`config.mk`:
```
export PLATFORM = sky130hd
export DESIGN_NAME = fib_seq_engine_flat
export DESIGN_NICKNAME = d
export VERILOG_FILES = /design/src/rtl/fib_seq_engine_pkg.sv /design/src/rtl/fib_seq_engine_if.sv /design/src/rtl/fib_seq_engine_step_add.sv /design/src/rtl/fib_seq_engine.sv /design/src/flat_wrapper.sv
export SDC_FILE = /design/constraint.sdc
export NUM_CORES = 1
export LEC_CHECK = 0
export BUFFER_PORTS_ARGS = -buffer_cell sky130_fd_sc_hd__buf_2
export CORE_UTILIZATION = 62
export CTS_CLUSTER_DIAMETER = 100
export DETAILED_ROUTE_END_ITERATION = 12
export PLACE_DENSITY_LB_ADDON = 0.15
export SYNTH_ARGS = -nofsm -noshare
export SYNTH_HDL_FRONTEND = slang
export SYNTH_SLANG_ARGS = --single-unit
```
`constraint.sdc`:
```
create_clock -name clk -period 4.2 [get_ports clk]
set_clock_uncertainty 0.1 [all_clocks]
set_input_delay 0.42 -clock clk [delete_from_list [all_inputs] [get_ports clk]]
set_output_delay 0.42 -clock clk [all_outputs]
set_load 0.005 [all_outputs]
```
`src/rtl/fib_seq_engine_pkg.sv`:
```
// ----------------------------------------------------------------------------
// fib_pkg
// Shared types and default sizes for the Fibonacci sequence engine.
//   fib_state_e : engine control states
//   FIB_DATA_W  : default term width
//   FIB_IDX_W   : default index width (max index 2**FIB_IDX_W-1)
// ----------------------------------------------------------------------------
package fib_pkg;

   localparam int FIB_DATA_W = 16;
   localparam int FIB_IDX_W  = 5;

   typedef enum logic [1:0] {
      IDLE = 2'd0,
      RUN  = 2'd1,
      EMIT = 2'd2,
      DONE = 2'd3
   } fib_state_e;

endpackage : fib_pkg

```
`src/rtl/fib_seq_engine_if.sv`:
```
// ----------------------------------------------------------------------------
// fib_seq_engine_if
// Bundles the host control (go/n_in/mode/busy/done/overflow) and the output
// stream (out_valid/out_ready/fib_out/out_idx) of the Fibonacci engine.
//   master : host / consumer side (drives go, n_in, mode, mod_in, out_ready)
//   slave  : engine side (drives out_valid, fib_out, out_idx, busy, done,
//            overflow)
// Build option FIB_MOD_EN adds the modulus input mod_in.
// ----------------------------------------------------------------------------
interface fib_seq_engine_if
   import fib_pkg::*;
#(
   parameter int DATA_W = FIB_DATA_W,
   parameter int IDX_W  = FIB_IDX_W
);

   logic              go;
   logic [IDX_W-1:0]  n_in;
   logic              mode;
`ifdef FIB_MOD_EN
   logic [DATA_W-1:0] mod_in;
`endif
   logic              out_ready;
   logic              out_valid;
   logic [DATA_W-1:0] fib_out;
   logic [IDX_W-1:0]  out_idx;
   logic              busy;
   logic              done;
   logic              overflow;

`ifdef FIB_MOD_EN
   modport master (
      output go, n_in, mode, mod_in, out_ready,
      input  out_valid, fib_out, out_idx, busy, done, overflow
   );
   modport slave (
      input  go, n_in, mode, mod_in, out_ready,
      output out_valid, fib_out, out_idx, busy, done, overflow
   );
`else
   modport master (
      output go, n_in, mode, out_ready,
      input  out_valid, fib_out, out_idx, busy, done, overflow
   );
   modport slave (
      input  go, n_in, mode, out_ready,
      output out_valid, fib_out, out_idx, busy, done, overflow
   );
`endif

endinterface : fib_seq_engine_if

```
`src/rtl/fib_seq_engine_step_add.sv`:
```
// ----------------------------------------------------------------------------
// fib_step_add
// Combinational next-term adder: sum = a + b, optionally reduced modulo m.
//   a, b   : current terms (both < m when m != 0)
//   m      : modulus; 0 means plain wrap at 2**DATA_W
//   sum    : next term
//   carry  : sum exceeded 2**DATA_W-1 (only meaningful when m == 0)
// ----------------------------------------------------------------------------
module fib_step_add #(
   parameter int DATA_W = 16
) (
   input  logic [DATA_W-1:0] a,
   input  logic [DATA_W-1:0] b,
   input  logic [DATA_W-1:0] m,
   output logic [DATA_W-1:0] sum,
   output logic              carry
);

   logic [DATA_W:0] full;

   assign full = {1'b0, a} + {1'b0, b};

   always_comb begin
      sum   = full[DATA_W-1:0];
      carry = full[DATA_W];
      if (m != '0) begin
         carry = 1'b0;
         // a,b < m so one subtraction suffices; the low bits alone give the
         // right result because the true difference is below 2**DATA_W.
         if (full >= {1'b0, m})
            sum = full[DATA_W-1:0] - m;
      end
   end

endmodule : fib_step_add

```
`src/rtl/fib_seq_engine.sv`:
```
// ----------------------------------------------------------------------------
// fib_seq_engine
// Computes F(0..n) for a runtime index n. Final mode (mode=0) emits only F(n);
// stream mode (mode=1) emits every term F(0)..F(n) on a valid/ready stream.
//   clk   : rising-edge clock
//   reset : asynchronous, active-low
//   bus   : fib_seq_engine_if.slave (go/n_in/mode[/mod_in]/out_ready in;
//           out_valid/fib_out/out_idx/busy/done/overflow out)
// Build option FIB_MOD_EN: terms are reduced modulo mod_in (captured on go);
// a zero modulus falls back to plain wrap with overflow detection.
// ----------------------------------------------------------------------------
module fib_seq_engine
   import fib_pkg::*;
#(
   parameter int DATA_W = FIB_DATA_W,
   parameter int IDX_W  = FIB_IDX_W
) (
   input  logic clk,
   input  logic reset,
   fib_seq_engine_if.slave bus
);

   fib_state_e        state_q, state_d;
   logic [DATA_W-1:0] a_q, b_q;
   logic [IDX_W-1:0]  k_q, n_q;
   logic              mode_q;
   logic              busy_q;
   logic              ovf_q;
   logic              accept_go;
   logic              advance;
   logic [DATA_W-1:0] mod_use;
   logic [DATA_W-1:0] b_init;
   logic [DATA_W-1:0] sum;
   logic              carry;

`ifdef FIB_MOD_EN
   logic [DATA_W-1:0] mod_q;
   assign mod_use = mod_q;
   // F(1) mod 1 is 0, otherwise 1
   assign b_init  = (bus.mod_in == DATA_W'(1)) ? '0 : DATA_W'(1);
`else
   assign mod_use = '0;
   assign b_init  = DATA_W'(1);
`endif

   fib_step_add #(.DATA_W(DATA_W)) u_step_add (
      .a     (a_q),
      .b     (b_q),
      .m     (mod_use),
      .sum   (sum),
      .carry (carry)
   );

   assign accept_go = (state_q == IDLE) && bus.go;

   always_comb begin
      state_d = state_q;
      advance = 1'b0;
      case (state_q)
         IDLE: if (bus.go) state_d = RUN;
         RUN: begin
            if (!mode_q) begin
               if (k_q == n_q) state_d = EMIT;
               else            advance = 1'b1;
            end else if (bus.out_ready) begin
               // stream mode only moves on a completed handshake
               if (k_q == n_q) state_d = DONE;
               else            advance = 1'b1;
            end
         end
         EMIT: if (bus.out_ready) state_d = DONE;
         DONE: state_d = IDLE;
         default: state_d = IDLE;
      endcase
   end

   always_ff @(posedge clk or negedge reset) begin
      if (!reset) begin
         state_q <= IDLE;
         a_q     <= '0;
         b_q     <= '0;
         k_q     <= '0;
         n_q     <= '0;
         mode_q  <= 1'b0;
         busy_q  <= 1'b0;
         ovf_q   <= 1'b0;
`ifdef FIB_MOD_EN
         mod_q   <= '0;
`endif
      end else begin
         state_q <= state_d;
         if (accept_go) begin
            a_q    <= '0;
            b_q    <= b_init;
            k_q    <= '0;
            n_q    <= bus.n_in;
            mode_q <= bus.mode;
            busy_q <= 1'b1;
            ovf_q  <= 1'b0;
`ifdef FIB_MOD_EN
            mod_q  <= bus.mod_in;
`endif
         end else if (advance) begin
            a_q <= b_q;
            b_q <= sum;
            k_q <= k_q + 1'b1;
            // b is one term ahead, so this also flags F(n+1)
            if (carry) ovf_q <= 1'b1;
         end
         if (state_q == DONE) busy_q <= 1'b0;
      end
   end

   // In final mode k equals n_q while in EMIT, so k serves as the index.
   assign bus.out_valid = (state_q == EMIT) || ((state_q == RUN) && mode_q);
   assign bus.fib_out   = a_q;
   assign bus.out_idx   = k_q;
   assign bus.busy      = busy_q;
   assign bus.done      = (state_q == DONE);
   assign bus.overflow  = ovf_q;

endmodule : fib_seq_engine

```
`src/flat_wrapper.sv`:
```
// flat-port wrapper written by rule: the top's interface ports become plain ports
module fib_seq_engine_flat import fib_pkg::*;
#(
   parameter int DATA_W = FIB_DATA_W,
   parameter int IDX_W  = FIB_IDX_W
)
  (clk, reset, bus_go, bus_n_in, bus_mode, bus_out_ready, bus_out_valid, bus_fib_out, bus_out_idx, bus_busy, bus_done, bus_overflow);
  fib_seq_engine_if #(.DATA_W(DATA_W), .IDX_W(IDX_W)) bus_i ();
  input  logic clk;
  input  logic reset;
  input wire logic [$bits(bus_i.go)-1:0] bus_go;
  input wire logic [$bits(bus_i.n_in)-1:0] bus_n_in;
  input wire logic [$bits(bus_i.mode)-1:0] bus_mode;
  input wire logic [$bits(bus_i.out_ready)-1:0] bus_out_ready;
  output wire logic [$bits(bus_i.out_valid)-1:0] bus_out_valid;
  output wire logic [$bits(bus_i.fib_out)-1:0] bus_fib_out;
  output wire logic [$bits(bus_i.out_idx)-1:0] bus_out_idx;
  output wire logic [$bits(bus_i.busy)-1:0] bus_busy;
  output wire logic [$bits(bus_i.done)-1:0] bus_done;
  output wire logic [$bits(bus_i.overflow)-1:0] bus_overflow;
  assign bus_i.go = bus_go;
  assign bus_i.n_in = bus_n_in;
  assign bus_i.mode = bus_mode;
  assign bus_i.out_ready = bus_out_ready;
  assign bus_out_valid = bus_i.out_valid;
  assign bus_fib_out = bus_i.fib_out;
  assign bus_out_idx = bus_i.out_idx;
  assign bus_busy = bus_i.busy;
  assign bus_done = bus_i.done;
  assign bus_overflow = bus_i.overflow;
  fib_seq_engine #(.DATA_W(DATA_W), .IDX_W(IDX_W)) u_core (.clk(clk), .reset(reset), .bus(bus_i));
endmodule
```
==> flow_metrics.env, run 1 <==
export IMPL_avgSynthCellArea_um2=8.751
export IMPL_std_cell_rows=23
export IMPL_antenna_cells=0
export IMPL_setup_violations=0
export IMPL_holdBufCountCts=0
export IMPL_dr_total_vias=2283
export IMPL_clk_latency_ns=0.31
export IMPL_status="complete, no violations"
export IMPL_clockBufferDepth=2
export IMPL_antenna_found_initial=0
export IMPL_yosys_warnings=0
export IMPL_post_dp_cell_area_um2=2962
export IMPL_clk_pin_slew_ns=0.09
export IMPL_dieWidth_um=68.89
export IMPL_syn_nets=350
export IMPL_crit_family="compound AO/OA/AOI/OAI gates"
export IMPL_clkPwrFrac_pct=17.7
export IMPL_worst_path_largest_cell_delay_ns=0.82
export IMPL_ys_seq_elements=47
export IMPL_postSynthCellCount=317
export IMPL_overflow=0
export IMPL_tightest_slew_ns=1.049
export IMPL_cts_buffers_inserted=5
export IMPL_multi_input_area_um2=1523
export IMPL_seq_area_um2=1176
export IMPL_cp_cell_sequence="inv_1 > ha_1 > nand2_1 > a31oi_4 > nand4_1 > xor2_1 > nor2_1"
export IMPL_crit_fanout=43
export IMPL_portBuffers=34
export IMPL_cp_required_ns=4.30
export IMPL_fillCellCount=333
export IMPL_synth_top_area_cell="dfrtp_1"
export IMPL_fmax_ghz=0.4194
export IMPL_drt_iter0_markers=148
export IMPL_p_switching_uw=938.1
export IMPL_synth_area_um2=2774
export IMPL_drt_pre_antenna_iters=4
export IMPL_h_tree_depth=2
export IMPL_ant_nets=0
export IMPL_endpoint_kind="register"
export IMPL_drc_errors=0
export IMPL_synth_flop_cell="dfrtp_1"
export IMPL_cap_violations=0
export IMPL_powerDensity_nw_per_um2=719.5
export IMPL_p_seq_share_pct=33.9
export IMPL_irDropWorstVdd_mv=0.4201
export IMPL_switching_share_pct=42.08
export IMPL_final_cell_area_um2=3098
export IMPL_dp_hpwl_um=3978
export IMPL_min_period_ns=2.384
export IMPL_post_cts_buffers=0
export IMPL_reg2reg_slack_ns=1.82
export IMPL_slew_limit_headroom_pct=30.06
export IMPL_grt_use_total_pct=26.82
export IMPL_power_leakage_uw=0.001538
export IMPL_critical_path_startpoint="u_core.state_q[1]"
export IMPL_drt_vias_per_instance=5.751
export IMPL_gp_congestion=0.9224
export IMPL_yosysTopAreaCellShare_pct=42.40
export IMPL_wl_um=5661
export IMPL_ys_types=46
export IMPL_netlist_top_cells_area="dfrtp_1, nand2_1, ha_1"
export IMPL_r2r_start="u_core.state_q[1]"
export IMPL_timing_critical_path_buf_inv=1
export IMPL_clock_sinks=47
export IMPL_io_pins=35
export IMPL_critPathKind="reg2reg"
export IMPL_arrival_ns=2.49
export IMPL_synth_edf_count=0
export IMPL_core_um2=4144
export IMPL_grt_pass1_wl_um=9259
export IMPL_wl_per_cell_um=14.26
export IMPL_hp_class="in2async"
export IMPL_setup_tns_ns=0
export IMPL_grt_max_degree=48
export IMPL_clock_root_buffer="clkbuf_8"
export IMPL_die_area_um2=4746
export IMPL_internal_power_uw=1291
export IMPL_cp_start_kind="register"
export IMPL_final_cell_mix="nand2_1, dfrtp_1, a21oi_1, buf_2, ha_1"
export IMPL_yosysSeqAreaShare_pct=42.40
export IMPL_finalCritPeriodShare_pct=56.77
export IMPL_fin_nets=379
export IMPL_start_util_pct=66.94
export IMPL_cts_tree="done"
export IMPL_first_global_vias=2041
export IMPL_rsz0062_at_grt="false"
export IMPL_critPathSlowestCell="a31oi_4"
export IMPL_cts_resized_gates=0
export IMPL_drv_slew=0
export IMPL_syn_to_final_growth_pct=11.68
export IMPL_hold_viol_final=0
export IMPL_pwr_share_comb_pct=48.5
export IMPL_async_flop_share_pct=100.0
export IMPL_layout_drive_gt1_share_pct=14.12
export IMPL_die_y_um=68.89
export IMPL_final_common_cell="nand2_1"
-- flip-flops by register name, indices dropped and copies added (netlist names) --
signal	flops
u_core.b_q	16
u_core.bus.fib_out	16
u_core.bus.out_idx	5
u_core.n_q	5
u_core.state_q	2
u_core.bus.busy	1
u_core.bus.overflow	1
u_core.mode_q	1
-- per-layer routing --
metal	vias up	GRT usage, %	wire length, um	part of all wire (%)
met5	-	0	0	0
met4	0	9.694	76	1.3
met3	7	6.743	192	3.4
met2	40	42.60	2699	48
met1	1081	35.34	2693	48
li1	1155	-	-	-
-- cells in the mapped netlist, types with 2 or more instances --
master,n
nand2_1,78
dfrtp_1,47
a21oi_1,40
ha_1,22
o21ai_0,19
nor2_1,18
xnor2_1,10
xor2_1,10
buf_2,7
nand3_1,7
a21o_1,6
inv_1,6
clkbuf_1,5
nand4_1,4
o211ai_1,3
a211oi_1,2
nor2b_1,2
nor3_1,2
o21bai_1,2
-- path summary, 6_finish.rpt --
kind,to,cells past startpoint
max reg2reg,u_core.bus.out_idx[4],7
min in group clk,u_core.n_q[3],3
min reg2reg,u_core.n_q[0],2
min,u_core.bus.fib_out[15],1
max,u_core.bus.out_idx[4],7
max in group asynchronous,u_core.n_q[4],1
-- power by group through the flow --
stage                     registers [uW]  clock network, uW  logic [uW]
after floorplan                      741                  0         817
after global placement               756                  0        1040
after detailed placement             764                  0        1080
after CTS                            754                399        1090
after global routing                 782                415        1230
final                                755                394        1080
-- through the flow --
stage	total power (uW)	std cells	worst slack (ns)	hold slack, ns	util [%]
6_report	2229	397	1.816	0.1854	74.76
3_3_place_gp	1797	389	1.920	0.3745	71.47
5_1_grt	2425	397	1.599	0.1973	74.76
2_1_floorplan	1558	317	2.050	0.02441	-
3_5_place_dp	1843	389	1.840	0.3838	71.47
4_1_cts	2241	397	1.833	0.1853	74.76
-- cell type report --
class / instances / area share, %
multi-input cells: 251 / 49.15
flip-flops and latches: 47 / 37.96
repair buffers: 35 / 5.735
clock buffers: 5 / 2.221
clock inverters: 3 / 2.181
well taps: 50 / 2.019
inverters: 6 / 0.7270
-- cell families after synthesis --
kind of cell / synth area share, %
xor+xnor: 6.315
simple gates: 18.40
compound gates: 18.81
fa+ha+maj: 10.64
buf+inv: 3.022
mux: 0.4059
flops: 42.40
(Power assumes the default switching activity.)
==> run 2: changes to the inputs <==
- CORE_UTILIZATION: 62 -> 58
- clock period: 4.2 -> 2.42 ns (I/O delays scaled with it)
==> flow_metrics.env, run 2 (synthesized netlist as in run 1, its figures left out) <==
export IMPL_status="complete, no violations"
export IMPL_power_leakage_uw=0.001557
export IMPL_grt_use_total_pct=24.76
export IMPL_switching_share_pct=43.91
export IMPL_core_um2=4474
export IMPL_drt_pre_antenna_iters=6
export IMPL_min_period_ns=2.236
export IMPL_pwr_share_comb_pct=52.8
export IMPL_drc_errors=0
export IMPL_dr_total_vias=2361
export IMPL_arrival_ns=2.32
export IMPL_clock_sinks=47
export IMPL_portBuffers=34
export IMPL_finalCritPeriodShare_pct=92.38
export IMPL_p_switching_uw=1630
export IMPL_tightest_slew_ns=0.6974
export IMPL_first_global_vias=2169
export IMPL_h_tree_depth=2
export IMPL_fmax_ghz=0.4473
export IMPL_syn_to_final_growth_pct=12.67
export IMPL_slew_limit_headroom_pct=53.50
export IMPL_ant_nets=0
export IMPL_clock_root_buffer="clkbuf_8"
export IMPL_crit_fanout=3
export IMPL_critPathKind="reg2reg"
export IMPL_grt_pass1_wl_um=9901
export IMPL_cp_required_ns=2.50
export IMPL_cts_tree="done"
export IMPL_drt_vias_per_instance=5.815
export IMPL_reg2reg_slack_ns=0.18
export IMPL_setup_violations=0
export IMPL_cp_start_kind="register"
export IMPL_fin_util_pct=69.85
export IMPL_fin_nets=388
export IMPL_final_common_cell="nand2_1"
export IMPL_start_util_pct=62.00
export IMPL_clockBufferDepth=2
export IMPL_gp_congestion=0.8703
export IMPL_powerDensity_nw_per_um2=1188
export IMPL_io_pins=35
export IMPL_hp_class="in2reg"
export IMPL_final_cell_mix="nand2_1, dfrtp_1, a21oi_1, buf_2, ha_1"
export IMPL_grt_max_degree=31
export IMPL_cap_violations=0
export IMPL_dp_hpwl_um=4091
export IMPL_layout_drive_gt1_share_pct=15.82
export IMPL_clk_pin_slew_ns=0.08
export IMPL_die_y_um=71.16
export IMPL_die_area_um2=5063
export IMPL_clkPwrFrac_pct=12.0
export IMPL_internal_power_uw=2082
export IMPL_drv_slew=0
export IMPL_clk_latency_ns=0.30
export IMPL_hold_viol_final=0
export IMPL_wl_um=5859
export IMPL_endpoint_kind="register"
export IMPL_cts_buffers_inserted=5
export IMPL_dieWidth_um=71.16
export IMPL_irDropWorstVdd_mv=0.6717
export IMPL_setup_tns_ns=0
export IMPL_antenna_found_initial=0
export IMPL_overflow=0
export IMPL_p_seq_share_pct=35.2
export IMPL_std_cell_rows=24
export IMPL_antenna_cells=0
export IMPL_rsz0062_at_grt="false"
export IMPL_wl_per_cell_um=14.43
export IMPL_drt_iter0_markers=240
run 2: final timing paths:
path,start,endpoint,cells past startpoint
worst max-delay path,u_core.bus.fib_out[0],u_core.b_q[6],8
worst min-delay path,bus_mode,u_core.mode_q,3
worst max register to register,u_core.bus.fib_out[0],u_core.b_q[6],8
worst min register to register,u_core.n_q[0],u_core.n_q[0],2
max in group asynchronous,reset,u_core.bus.fib_out[0],3
min in group asynchronous,reset,u_core.bus.fib_out[8],2
run 2: cell type report:
| class | count | area [um2] |
|---|---|---|
| multi-input combinational | 251 | 1529 |
| fill | 376 | 1349 |
| sequential | 47 | 1176 |
| timing repair buffer | 44 | 260.3 |
| clock buffer | 6 | 72.57 |
| tap | 52 | 65.06 |
| inverter | 6 | 22.52 |
run 2: what timing repair did:
item                                   CTS  global route
hold buffers                             1             0
buffers inserted                         0             1
gates resized for setup                  0             2
setup endpoints to repair                0             1
endpoints found under the hold margin   28             0
run 2: power by group through the flow:
stage	Clock (uW)	Combinational, uW	Sequential, uW
after detailed placement	0	1930	1320
after global routing	468	2220	1340
final	445	1960	1310
after CTS	455	1940	1310
after global placement	0	1880	1310
after floorplan	0	1420	1290
run 2: stage by stage:
stage | power, uW | hold slack [ns] | setup slack, ns | area (um2) | cells
after global routing | 4032 | 0.03763 | 0.01060 | 3126 | 406
after detailed placement | 3247 | 0.2178 | 0.1291 | 3029 | 398
after CTS | 3706 | 0.02290 | 0.09807 | 3112 | 405
after floorplan | 2705 | -0.1536 | 0.2702 | 2774 | 317
after global placement | 3191 | 0.2162 | 0.1835 | 3029 | 398
final | 3712 | 0.02752 | 0.1844 | 3126 | 406
run 2: layer usage:
layer  up-vias  part of all wire (%)  global-route usage [%]
met5         -                     0                       0
met4         0                  0.97                   8.000
met3         5                   4.5                   4.558
met2        54                    46                   39.58
met1      1132                    48                   34.20
li1       1170                     -                       -
run 2: critical path, stage by stage, from the launching register on:
cell and delay [ns]:
dfrtp_1 0.41, ha_1 0.24, fa_2 0.38, a211oi_2 0.30, buf_4 0.16, o21ai_0 0.09
a21oi_1 0.19, xor2_1 0.16, o21ai_0 0.09
